**config.mk**
```make
export PLATFORM = sky130hd
export DESIGN_NAME = queue_drain_ctrl
export DESIGN_NICKNAME = d
export VERILOG_FILES = /design/src/rtl/queue_drain_ctrl.sv
export SDC_FILE = /design/constraint.sdc
export NUM_CORES = 1
export LEC_CHECK = 0
export CORE_MARGIN = 2
export CORE_UTILIZATION = 43
export CTS_CLUSTER_SIZE = 14
export DETAILED_ROUTE_END_ITERATION = 6
export GPL_TIMING_DRIVEN = 0
export PLACE_DENSITY = 0.86
export SYNTH_ARGS = -nofsm -noshare
export SYNTH_HDL_FRONTEND = slang
export SYNTH_SLANG_ARGS = --single-unit
```
**constraint.sdc**
```tcl
create_clock -name clk -period 3.6 [get_ports clk]
set_input_delay 0.9 -clock clk [delete_from_list [all_inputs] [get_ports clk]]
set_output_delay 0.9 -clock clk [all_outputs]
set_load 0.02 [all_outputs]
```
**src/rtl/queue_drain_ctrl.sv**
```systemverilog
// Read-side drain for the shift-register queue: pops only when occupied, 2-cycle read_flag->out_vld, holds word while !out_rdy.
// Optional sticky overflow detection is built when QUEUE_DRAIN_OVF_EN is defined; otherwise ovf is tied low.
module queue_drain_ctrl #(
  parameter int WIDTH = 8,
  parameter int DEPTH = 3,
  localparam int CNT_W = $clog2(DEPTH + 1)
) (
  input  logic             clk,
  input  logic             rst,
  input  logic             ce,
  input  logic             push,
  input  logic [WIDTH-1:0] q_dout,
  output logic             read_flag,
  output logic [WIDTH-1:0] out_data,
  output logic             out_vld,
  input  logic             out_rdy,
  output logic [CNT_W-1:0] count,
  output logic             empty,
  output logic             full,
  output logic             ovf
);

  localparam logic [CNT_W-1:0] DEPTH_C = CNT_W'(DEPTH);

  typedef enum logic [1:0] {IDLE, ISSUE, CAPTURE, HOLD} state_t;

  state_t           state, state_nxt;
  logic [CNT_W-1:0] count_nxt;

  assign empty = (count == '0);
  assign full  = (count == DEPTH_C);

  // Occupancy mirror runs every cycle so pushes are never lost while ce is low.
  always_comb begin
    count_nxt = count;
    if (push && !read_flag) begin
      if (count != DEPTH_C) count_nxt = count + 1'b1;
    end else if (!push && read_flag) begin
      count_nxt = count - 1'b1;
    end
  end

  always_ff @(posedge clk or negedge rst) begin
    if (!rst) count <= '0;
    else      count <= count_nxt;
  end

  always_comb begin
    state_nxt = state;
    read_flag = 1'b0;
    if (ce) begin
      case (state)
        IDLE:    if (count != '0) state_nxt = ISSUE;
        ISSUE: begin
          read_flag = 1'b1;
          state_nxt = CAPTURE;
        end
        CAPTURE: state_nxt = HOLD;
        HOLD:    if (out_rdy) state_nxt = (count != '0) ? ISSUE : IDLE;
        default: state_nxt = IDLE;
      endcase
    end
  end

  always_ff @(posedge clk or negedge rst) begin
    if (!rst) state <= IDLE;
    else      state <= state_nxt;
  end

  // The queue's read data is registered, so it is sampled one cycle after ISSUE.
  always_ff @(posedge clk or negedge rst) begin
    if (!rst) begin
      out_data <= '0;
      out_vld  <= 1'b0;
    end else if (ce) begin
      if (state == CAPTURE) begin
        out_data <= q_dout;
        out_vld  <= 1'b1;
      end else if (state == HOLD && out_rdy) begin
        out_vld  <= 1'b0;
      end
    end
  end

`ifdef QUEUE_DRAIN_OVF_EN
  always_ff @(posedge clk or negedge rst) begin
    if (!rst)                                     ovf <= 1'b0;
    else if (push && !read_flag && count == DEPTH_C) ovf <= 1'b1;
  end
`else
  assign ovf = 1'b0;
`endif

endmodule

```
Word level (Yosys, flattened, before mapping)
Cells that the tools add are included.
{"block": "word_totals", "ff_bits": 13, "input_bits": 13, "out_inout_bits": 15, "elab_cells": 39}
{"block": "op_classes", "n_addsub": 2, "eq_ne": 8, "muxes": 11, "n_reduce_logical": 14}
{"operator": "$mux 2", "n": 5}
{"operator": "$pmux 2 s4", "n": 1}
{"operator": "$eq 2x2->1 const B", "n": 3}
{"operator": "$ne 2x2->1 const B", "n": 3}
{"operator": "$reduce_and 2->1", "n": 3}
{"operator": "$reduce_bool 2->1", "n": 3}
{"operator": "$mux 1", "n": 5}
{"operator": "$logic_not 2->1", "n": 2}
{"operator": "$logic_and 1x1->1", "n": 3}
{"operator": "$reduce_and 3->1", "n": 1}
{"operator": "$add 2x1->2 const B", "n": 1}
{"operator": "$eq 2x1->1 const B", "n": 1}
{"operator": "$logic_not 1->1", "n": 2}
{"operator": "$ne 2x1->1 const B", "n": 1}
{"operator": "$sub 2x1->2 const B", "n": 1}

Depth between registers and ports, before layout
{"block": "logic_depth", "ltp_word": 7, "mapped_depth": 5, "mapped_depth_nobuf": 5}

Worst setup path after synthesis
No wires, ideal clock.
{"block": "synth_path", "path_kind": "input port to output port", "startpoint": "input ce", "endpoint": "output read_flag", "arrival_time_ns": 1.146, "t_required_ns": 2.700, "slack_ns": 1.554, "cell_stages": 1, "path_buffers": 0, "path_cell_list": "and2_1"}
{"block": "synth_between", "elab_chain_cells": 1}
{"element": "start, declared", "line": "10", "rtl": "input logic ce,"}
{"element": "$mux 1", "line": "51", "rtl": "if (ce) begin"}
{"element": "end, declared", "line": "13", "rtl": "output logic read_flag,"}
No other way between the ends.

Worst setup path in the final report
Same ends and word-level chain as after synthesis.

==> results.md <==
* Post-CTS Setup Inserts at 0
* Part of the cycle the worst path needs at 0.8943
* Final hold violations at 0
* Fin nets at approximately 100
* Cell count after synthesis at 54
* Status: complete, no violations
* Crit start category: input port
* Fin crit period at 3220 ps
* Clock Sinks at 13
* Core box area at 1471 sq um
* Max IR drop VDD at 0.4401 mV
* Max Clock Freq at 310.6 MHz
* Tot GR Track Use at 0.1494
* Worst r2r src: state[0]$_DFFE_PN0P_
* Detail Route Antenna Nets at 0
* R2R cell count at 5
* Port Buf Inserts at 26
* Synth warn at 0
* Pwr Total at 0.0007897 W
* Top FF cell, synth: dfrtp_1
* Final setup viols at 0
* EDFF count, synth at 0
* CP Data Required Time at roughly 2700 ps
* Max Cap Violations at 0
* # resized after CTS at 0
* Half-perimeter wire length after placement at roughly 990 um
* Later-pin clock latency in the skew report at about 270 ps
* GRT overflow at 0
* Path type of the worst setup path: input port to primary output
* Unique cell type count in the Yosys netlist at 25
* Routed vias at 491
* Most common library cells after synthesis: dfrtp_1 (13), mux2_2 (8), ha_1 (5), nand2_1 (4)
* CTS Hold Bufs at 0
* Drt first pass iters at 4
* Die area at about 1900 sq um
* Setup TNS at 0 ps
* WL final at 1238 um
* Number of I/O pins at 28
* Die span in y at about 43 um
* Leak at 0.4275 nW
* RSZ-0062 raised after global routing: false
* Worst-path maximum fanout at 7
* Hold path cells at 2
* Hold Path Sink: out_vld$_DFFE_PN0P_
* Data arrival, critical path at 2320 ps
* Layout cells sized above 1 at 0.1905
* First-pass GRT wire length at 2049 um
* Rows at 14
* Min Hold Slack at slightly below 500 ps
* Hold path start: out_vld$_DFFE_PN0P_
* Drt wl/cell at roughly 12 um
* RR Endpoint: state[1]$_DFFE_PN0P_
* Cts bufs inserted at 3
* Mapped cell area at 661.9 sq um
* Vias per inst at 4.910
* Antenna violations before repair at 0
* Cell area power density at 815.5 nW/um^2
* Normalized max-slew margin at 0.6247
* Post-synthesis sequential area ratio at 0.4915
* Slack of the worst reg-to-reg path at 1980 ps
* Max Slew Vio Count at 0
* Synth area leader: dfrtp_1
* Syn_nets at a little over 70
* Maximum clock path buffer count at 2
* Reg clk slew, reported paths at 80 ps
* Chip width at between 40 and 50 um
* Worst-Margin Slew at 561.1 ps
* H-tree depth at 1
* Residual DRC at 0
* Clock Skews at roughly 3.8 ps
* Root buf cell: clkbuf_4
* Antenna Cells at 0
* Ys async rst share at 1.000
* Vias in the first global route at 472
* Yosys top cell area share at 0.4915
* CTS tree: built
* Critical path endpoint category: primary output
* HP Class: flip-flop to flip-flop
* Placer Congestion at about 0.8
* Flops & latches, synth at 13
* Initial core utilization at 0.4498
* Top cells by area, synth: dfrtp_1 (49%), mux2_2 (14%), ha_1 (9.5%)
* DRT iter0 DRCs at 2
* Area growth, synth to finish at 46.31%
* Count leader, synth: dfrtp_1
* Largest net degree at the start of global routing at 14
* Post-Syn Area per Cell at around 12 sq um
-- worst max-delay path, stage by stage --
cell             delay (ps)
clkdlybuf4s50_1         610
and2_1                  200
clkdlybuf4s50_1         610
-- stage by stage --
| step | std cells | utilization | worst slack (ps) | instance area (sq um) |
|---|---|---|---|---|
| finish | 100 | 0.6582 | 380.5 | 968.4 |
| global route | 100 | 0.6582 | 318.6 | 968.4 |
| CTS | 100 | 0.6582 | 382.4 | 968.4 |
| detailed placement | 96 | 0.6403 | 382.4 | 942.2 |
| global placement | 96 | 0.6403 | 395.7 | 942.2 |
| floorplan | 54 | - | 1554 | 661.9 |
-- report_power, final --
| group | leakage (nW) | internal (W) | switching (W) |
|---|---|---|---|
| Clock | 0.0150 | 0.0000429 | 0.0000473 |
| Combinational | 0.264 | 0.000235 | 0.000199 |
| Sequential | 0.149 | 0.000217 | 0.0000487 |
-- how the worst max path moves through the flow --
stage          start   endpoint  slack [ps]  cells past startpoint
2_1_floorplan     ce  read_flag        1550                      1
3_3_place_gp      ce  read_flag         400                      3
3_5_place_dp      ce  read_flag         380                      3
4_1_cts           ce  read_flag         380                      3
5_1_grt           ce  read_flag         320                      3
6_report          ce  read_flag         380                      3
-- layout by cell type, fill, tap and decap left out, drive strengths merged, types with 2 or more instances in the layout --
cell	instances
nand3	2
nand2	5
mux2	9
ha	5
nand3b	2
clkdlybuf4s50	26
and2	2
o21ai	2
clkbuf	4
inv	2
dfrtp	13
-- registers in the layout, summed over array words and instances (netlist names) --
name,count
count,2
out_data,8
out_vld,1
state,2
-- layout make-up --
| type | instances | area [sq um] |
|---|---|---|
| buffer | 1 | 7.507 |
| sequential | 13 | 325.3 |
| clock buffer | 4 | 26.28 |
| timing repair buffer | 26 | 260.3 |
| fill | 104 | 503.0 |
| inverter | 2 | 7.507 |
| multi-input combinational | 38 | 321.6 |
| tap | 16 | 20.02 |
-- cell families (layout without fill, tap and decap cells) --
group           after synthesis  after routing  share of synthesized area
xor+xnor                      1              1                    0.01323
fa+ha+maj                     5              5                    0.09452
flops                        13             13                     0.4915
simple gates                 15             15                     0.1361
other cells                   1              1                   0.005666
compound gates                6              6                    0.06240
buf+inv                       3             33                    0.02269
mux                          10             10                     0.1739
-- per-layer routing --
layer | part of all wire | track usage | vias up
li1 | - | - | 247
met4 | 0.011 | 0.07273 | 0
met2 | 0.54 | 0.2627 | 11
met1 | 0.41 | 0.1639 | 231
met3 | 0.035 | 0.03830 | 2
met5 | 0 | 0 | -
Note: power is estimated with default switching activity, not from simulation.
